**src/rtl/wb_pkg.sv**
```systemverilog
// Shared definitions for the register writeback path: register-address geometry,
// the hard-wired zero register and the queued writeback entry layout.
package wb_pkg;
  localparam int REG_AW   = 5;
  localparam int NUM_REGS = 32;
  localparam int WB_N     = 32;
  localparam logic [REG_AW-1:0] X0 = '0;

  typedef struct packed {
    logic [REG_AW-1:0] rd;
    logic [WB_N-1:0]   data;
  } wb_entry_t;
endpackage

```
**src/rtl/wb_fifo.sv**
```systemverilog
// Synchronous FIFO of writeback entries; also exposes every slot and a per-slot
// valid vector so the owner can build a pending-destination bitmap.
module wb_fifo #(
  parameter  int W     = 37,
  parameter  int DEPTH = 4,
  localparam int PW    = $clog2(DEPTH),
  localparam int CW    = PW + 1
) (
  input  logic                      clk,
  input  logic                      rst,
  input  logic                      push_i,
  input  logic [W-1:0]              din_i,
  input  logic                      pop_i,
  output logic [W-1:0]              dout_o,
  output logic                      full_o,
  output logic                      empty_o,
  output logic [CW-1:0]             count_o,
  output logic [DEPTH-1:0]          vld_o,
  output logic [DEPTH-1:0][W-1:0]   ents_o
);
  logic [DEPTH-1:0][W-1:0] mem_q;
  logic [PW-1:0]           wr_ptr_q, rd_ptr_q;
  logic [CW-1:0]           count_q, count_d;
  logic [DEPTH-1:0]        vld_q, vld_d;
  logic                    do_push, do_pop;

  assign full_o  = (count_q == CW'(DEPTH));
  assign empty_o = (count_q == '0);
  assign do_push = push_i && !full_o;
  assign do_pop  = pop_i && !empty_o;

  always_comb begin
    vld_d = vld_q;
    if (do_pop)  vld_d[rd_ptr_q] = 1'b0;
    if (do_push) vld_d[wr_ptr_q] = 1'b1;
    count_d = count_q + CW'(do_push) - CW'(do_pop);
  end

  always_ff @(posedge clk) begin
    if (rst) begin
      wr_ptr_q <= '0;
      rd_ptr_q <= '0;
      count_q  <= '0;
      vld_q    <= '0;
    end else begin
      if (do_push) wr_ptr_q <= wr_ptr_q + PW'(1);
      if (do_pop)  rd_ptr_q <= rd_ptr_q + PW'(1);
      count_q <= count_d;
      vld_q   <= vld_d;
    end
  end

  // Payload storage carries no reset; slot validity is tracked by vld_q.
  always_ff @(posedge clk) begin
    if (do_push) mem_q[wr_ptr_q] <= din_i;
  end

  assign dout_o  = mem_q[rd_ptr_q];
  assign count_o = count_q;
  assign vld_o   = vld_q;
  assign ents_o  = mem_q;
endmodule

```
**src/rtl/reg_writeback.sv**
```systemverilog
// Writeback controller: arbitrates ALU and load results (load first), drops x0
// writes, queues the rest and drains one per cycle onto the register-file port.
module reg_writeback
  import wb_pkg::*;
#(
  parameter  int N     = 32,
  parameter  int DEPTH = 4,
  parameter  int AW    = REG_AW,
  localparam int CW    = $clog2(DEPTH) + 1
) (
  input  logic              clk,
  input  logic              rst,
  input  logic              alu_valid,
  output logic              alu_ready,
  input  logic [AW-1:0]     alu_rd,
  input  logic [N-1:0]      alu_data,
  input  logic              mem_valid,
  output logic              mem_ready,
  input  logic [AW-1:0]     mem_rd,
  input  logic [N-1:0]      mem_data,
  output logic [AW-1:0]     rd,
  output logic [N-1:0]      write_data,
  output logic              reg_write,
  output logic [2**AW-1:0]  busy,
  output logic [CW-1:0]     count
);
  localparam int EW = AW + N;

  logic                    full, empty, pop, push;
  logic                    mem_hs, alu_hs;
  logic [AW-1:0]           push_rd;
  logic [N-1:0]            push_data;
  logic [EW-1:0]           head;
  logic [DEPTH-1:0]        ent_vld;
  logic [DEPTH-1:0][EW-1:0] ents;
  logic [AW-1:0]           rd_q, rd_d;
  logic [N-1:0]            wdata_q, wdata_d;
  logic                    reg_write_q, reg_write_d;
  logic [2**AW-1:0]        busy_c;

  // Ready looks only at the registered fill level, so a full queue never
  // accepts even when it is draining in the same cycle.
  assign mem_ready = !full && !rst;
  assign alu_ready = !full && !mem_valid && !rst;
  assign mem_hs    = mem_valid && mem_ready;
  assign alu_hs    = alu_valid && alu_ready;
  assign push_rd   = mem_hs ? mem_rd   : alu_rd;
  assign push_data = mem_hs ? mem_data : alu_data;
  assign push      = (mem_hs || alu_hs) && (push_rd != AW'(X0));
  assign pop       = !empty;

  wb_fifo #(.W(EW), .DEPTH(DEPTH)) u_fifo (
    .clk     (clk),
    .rst     (rst),
    .push_i  (push),
    .din_i   ({push_rd, push_data}),
    .pop_i   (pop),
    .dout_o  (head),
    .full_o  (full),
    .empty_o (empty),
    .count_o (count),
    .vld_o   (ent_vld),
    .ents_o  (ents)
  );

  always_comb begin
    reg_write_d = pop;
    rd_d        = rd_q;
    wdata_d     = wdata_q;
    if (pop) begin
      rd_d    = head[EW-1:N];
      wdata_d = head[N-1:0];
    end
  end

  always_ff @(posedge clk) begin
    if (rst) begin
      reg_write_q <= 1'b0;
      rd_q        <= '0;
      wdata_q     <= '0;
    end else begin
      reg_write_q <= reg_write_d;
      rd_q        <= rd_d;
      wdata_q     <= wdata_d;
    end
  end

  always_comb begin
    busy_c = '0;
    for (int i = 0; i < DEPTH; i++) begin
      if (ent_vld[i]) busy_c[ents[i][EW-1:N]] = 1'b1;
    end
    if (reg_write_q) busy_c[rd_q] = 1'b1;
    busy_c[0] = 1'b0;
  end

  assign rd         = rd_q;
  assign write_data = wdata_q;
  assign reg_write  = reg_write_q;
  assign busy       = busy_c;
endmodule

```
**config.mk**
```make
export PLATFORM = sky130hd
export DESIGN_NAME = reg_writeback
export DESIGN_NICKNAME = d
export VERILOG_FILES = /design/src/rtl/wb_pkg.sv /design/src/rtl/wb_fifo.sv /design/src/rtl/reg_writeback.sv
export SDC_FILE = /design/constraint.sdc
export NUM_CORES = 1
export LEC_CHECK = 0
export CORE_ASPECT_RATIO = 1.1
export CORE_MARGIN = 2
export CORE_UTILIZATION = 45
export CTS_BUF_LIST = sky130_fd_sc_hd__clkbuf_16
export CTS_CLUSTER_DIAMETER = 200
export DETAILED_ROUTE_END_ITERATION = 8
export PLACE_DENSITY = 0.67
export SYNTH_ARGS = -nofsm -noshare
export SYNTH_HDL_FRONTEND = slang
export SYNTH_SLANG_ARGS = --single-unit
```
**constraint.sdc**
```tcl
create_clock -name clk -period 6.7 [get_ports clk]
set_input_delay 1.34 -clock clk [delete_from_list [all_inputs] [get_ports clk]]
set_output_delay 1.34 -clock clk [all_outputs]
set_load 0.1 [all_outputs]
```
==> run metrics <==
syn avg cell area 13.0 µm²; Post-Route Setup TNS 0 ns; Layout Cells excl Fill 1091; placed insts 1059; most frequent cell after synthesis edfxtp_1; Worst Tran Pin Value 1.13 ns; first drt pass iteration count 6; Unique masters post-synth 39; Req. time, crit path 5.36 ns; most instantiated cells after synthesis edfxtp_1 (148), nand2_1 (104), dfxtp_1 (49), nor2_1 (43); GRT Util Overall 22.2%; Vias 6395; boundary pin count 153; pwr/cell area 433 nW/µm²; GR peak layer met2; Mapped Nets 790; largest cells by area after synthesis edfxtp_1 (49%), dfxtp_1 (11%), mux4_2 (9.2%); routability cong. 0.904; starting density of the core 45.9%; largest net degree at the start of global routing 52; n_diodes 0; Top FF cell, synth edfxtp_1; Nets around 920; post-synthesis sequential area ratio 59.7%; Filler Cells Inserted 1587; Startpoint Class input pin; number of global-route vias before repair 6444; Rows 54; hold path depth 2; met1 usage 28.7%; CTS buffer count 17; DRC Markers 0; Final Cycle Share 71.7%; CTS tree yes; worst hold endpoint write_data[19]$_SDFFE_PP0N_; fraction of layout cells with a size suffix above 1 10.3%; Area growth syn-to-layout 24.0%; Fin. Hold Viols 0; Setup Buffers After CTS 0; Leak Pwr 3.66 nW; Synth top area share 48.9%; number of synthesized flops with an enable pin approximately 150; total wire length between 20 and 25 mm; DR iter-0 viols 532; largest area contributor in the netlist edfxtp_1; Max Cap Violations 0; RSZ-0062 raised after global routing no; DIE AREA approximately 21000 µm²; min Tclk post-route 4.80 ns; Core ar. 19800 µm²; first-pass GRT wire length 36.5 mm; status complete, no violations; setup ws final around 1.9 ns; M3 GR Usage 3.35%; Worst setup EP type output pin; relative slew slack 24.9%; Max H-tree Level 4; total power 4.87 mW; Hold Startpoint write_data[19]$_SDFFE_PP0N_; warning count from the yosys run 0; Clock Root Buffer clkbuf_16; maximum operating frequency roughly 210 MHz; Die Ht 153 µm; Gate Count Post-Synth 701; clk slew on worst S/H paths 0.07 ns; Setup Skew 0.0115 ns; R2R depth 10; worst ir drop on vdd 0.318 mV; # hold bufs at CTS 0; #FFs+latches synth 197; CP Max Fanout 51; Layout Utilization 56.9%; die width 139 µm; initial antenna violation count 0; DP HPWL 16.1 mm; Mapped Area ~9100 µm²; Sink Count 197; global route overflow 0; crit path DAT 3.46 ns; worst hold path type register to register; wire per inst 21.7 µm; Place WS 1.90 ns; endpoints failing setup 0; Reg2Reg Setup Slack 3.10 ns; critical path type input pin to output pin; reg2reg start u_fifo.count_o[1]$_SDFF_PP0_; CTS max path bufs 2; R2R Path End u_fifo.count_o[2]$_SDFF_PP0_; Max Transition Viols Final 0; antenna viol nets, final 0; FFs w/ async S/R, synth 0%; CTS resizes 0; DR vias/cell around 5.9; GR Util met2 about two fifths; I/O Buffers between 150 and 200; worst-skew pair later-pin latency 0.42 ns
==> routing by layer <==
layer,vias up,wire length (µm),share of wire (%)
met1,3149,9560,40
met5,-,0,0
met2,281,12200,51
li1,2914,-,-
met4,0,660,2.8
met3,51,1280,5.4
==> cell usage in the layout, fill, tap and decap left out, types with 7 or more instances in the layout <==
cell,netlist,layout
nand2_1,104,104
nand3b_1,23,23
clkdlybuf4s50_1,0,150
nor3b_1,20,20
o221ai_1,16,16
clkbuf_16,0,17
nor2_1,43,43
dfxtp_1,49,47
a22oi_1,29,29
mux2_1,38,38
ha_1,10,10
a21oi_1,38,38
edfxtp_1,148,148
mux4_2,37,37
nand3_1,24,24
nor3_1,8,7
o22ai_1,16,16
inv_1,8,9
==> per-stage QoR <==
step | hold slack (ns) | cell area, µm²
2_1_floorplan | 0.475 | 9080
3_3_place_gp | 0.443 | 10700
3_5_place_dp | 0.446 | 10700
4_1_cts | 0.460 | 11300
5_1_grt | 0.478 | 11300
6_report | 0.456 | 11300
==> kinds of logic after synthesis <==
kind of cell,count (synthesis),share of synthesized area (%)
multiplexers,76,14.0
adder cells (fa/ha/maj),11,1.60
AO/OA/AOI/OAI,107,7.83
XOR/XNOR,2,0.193
AND/OR/NAND/NOR,251,13.8
buffers and inverters,56,2.84
flip-flops,197,59.7
other,1,0.0413
==> where the power goes <==
group          leakage (nW)  internal (mW)  switching, mW
clock network         0.273          0.486          0.454
logic                  1.64          0.645           1.48
registers              1.75           1.56          0.246
total                  3.66           2.69           2.18
==> how the worst max path moves through the flow <==
stage / slack (ns) / from / cells after the start / endpoint
floorplan: 1.61 / rst / 3 / alu_ready
global placement: 1.93 / rst / 3 / mem_ready
detailed placement: 1.90 / rst / 3 / mem_ready
CTS: 1.91 / rst / 3 / mem_ready
global route: 1.81 / rst / 3 / mem_ready
finish: 1.90 / rst / 3 / mem_ready
==> area by class of cell <==
cell class	count	area, µm²	share of cell area, %
sequential	197	5430	48.2
multi-input combinational	448	3410	30.3
timing repair buffer	153	1520	13.5
clock buffer	17	425	3.78
tap	252	315	2.80
clock inverter	15	124	1.10
inverter	9	33.8	0.300
==> critical path, cell delays in order <==
cell and delay (ns):
buf_2 0.81, nor2_1 0.26, clkdlybuf4s50_1 1.04
==> state kept, by name, indices dropped and copies added, names as in the netlist <==
| signal | count |
|---|---|
| u_fifo.wr_ptr_q | 2 |
| u_fifo.vld_o | 4 |
| u_fifo.count_o | 3 |
| write_data | 32 |
| u_fifo.rd_ptr_q | 2 |
| reg_write | 1 |
| rd | 5 |
| u_fifo.ents_o | 148 |
(Power assumes the default switching activity.)
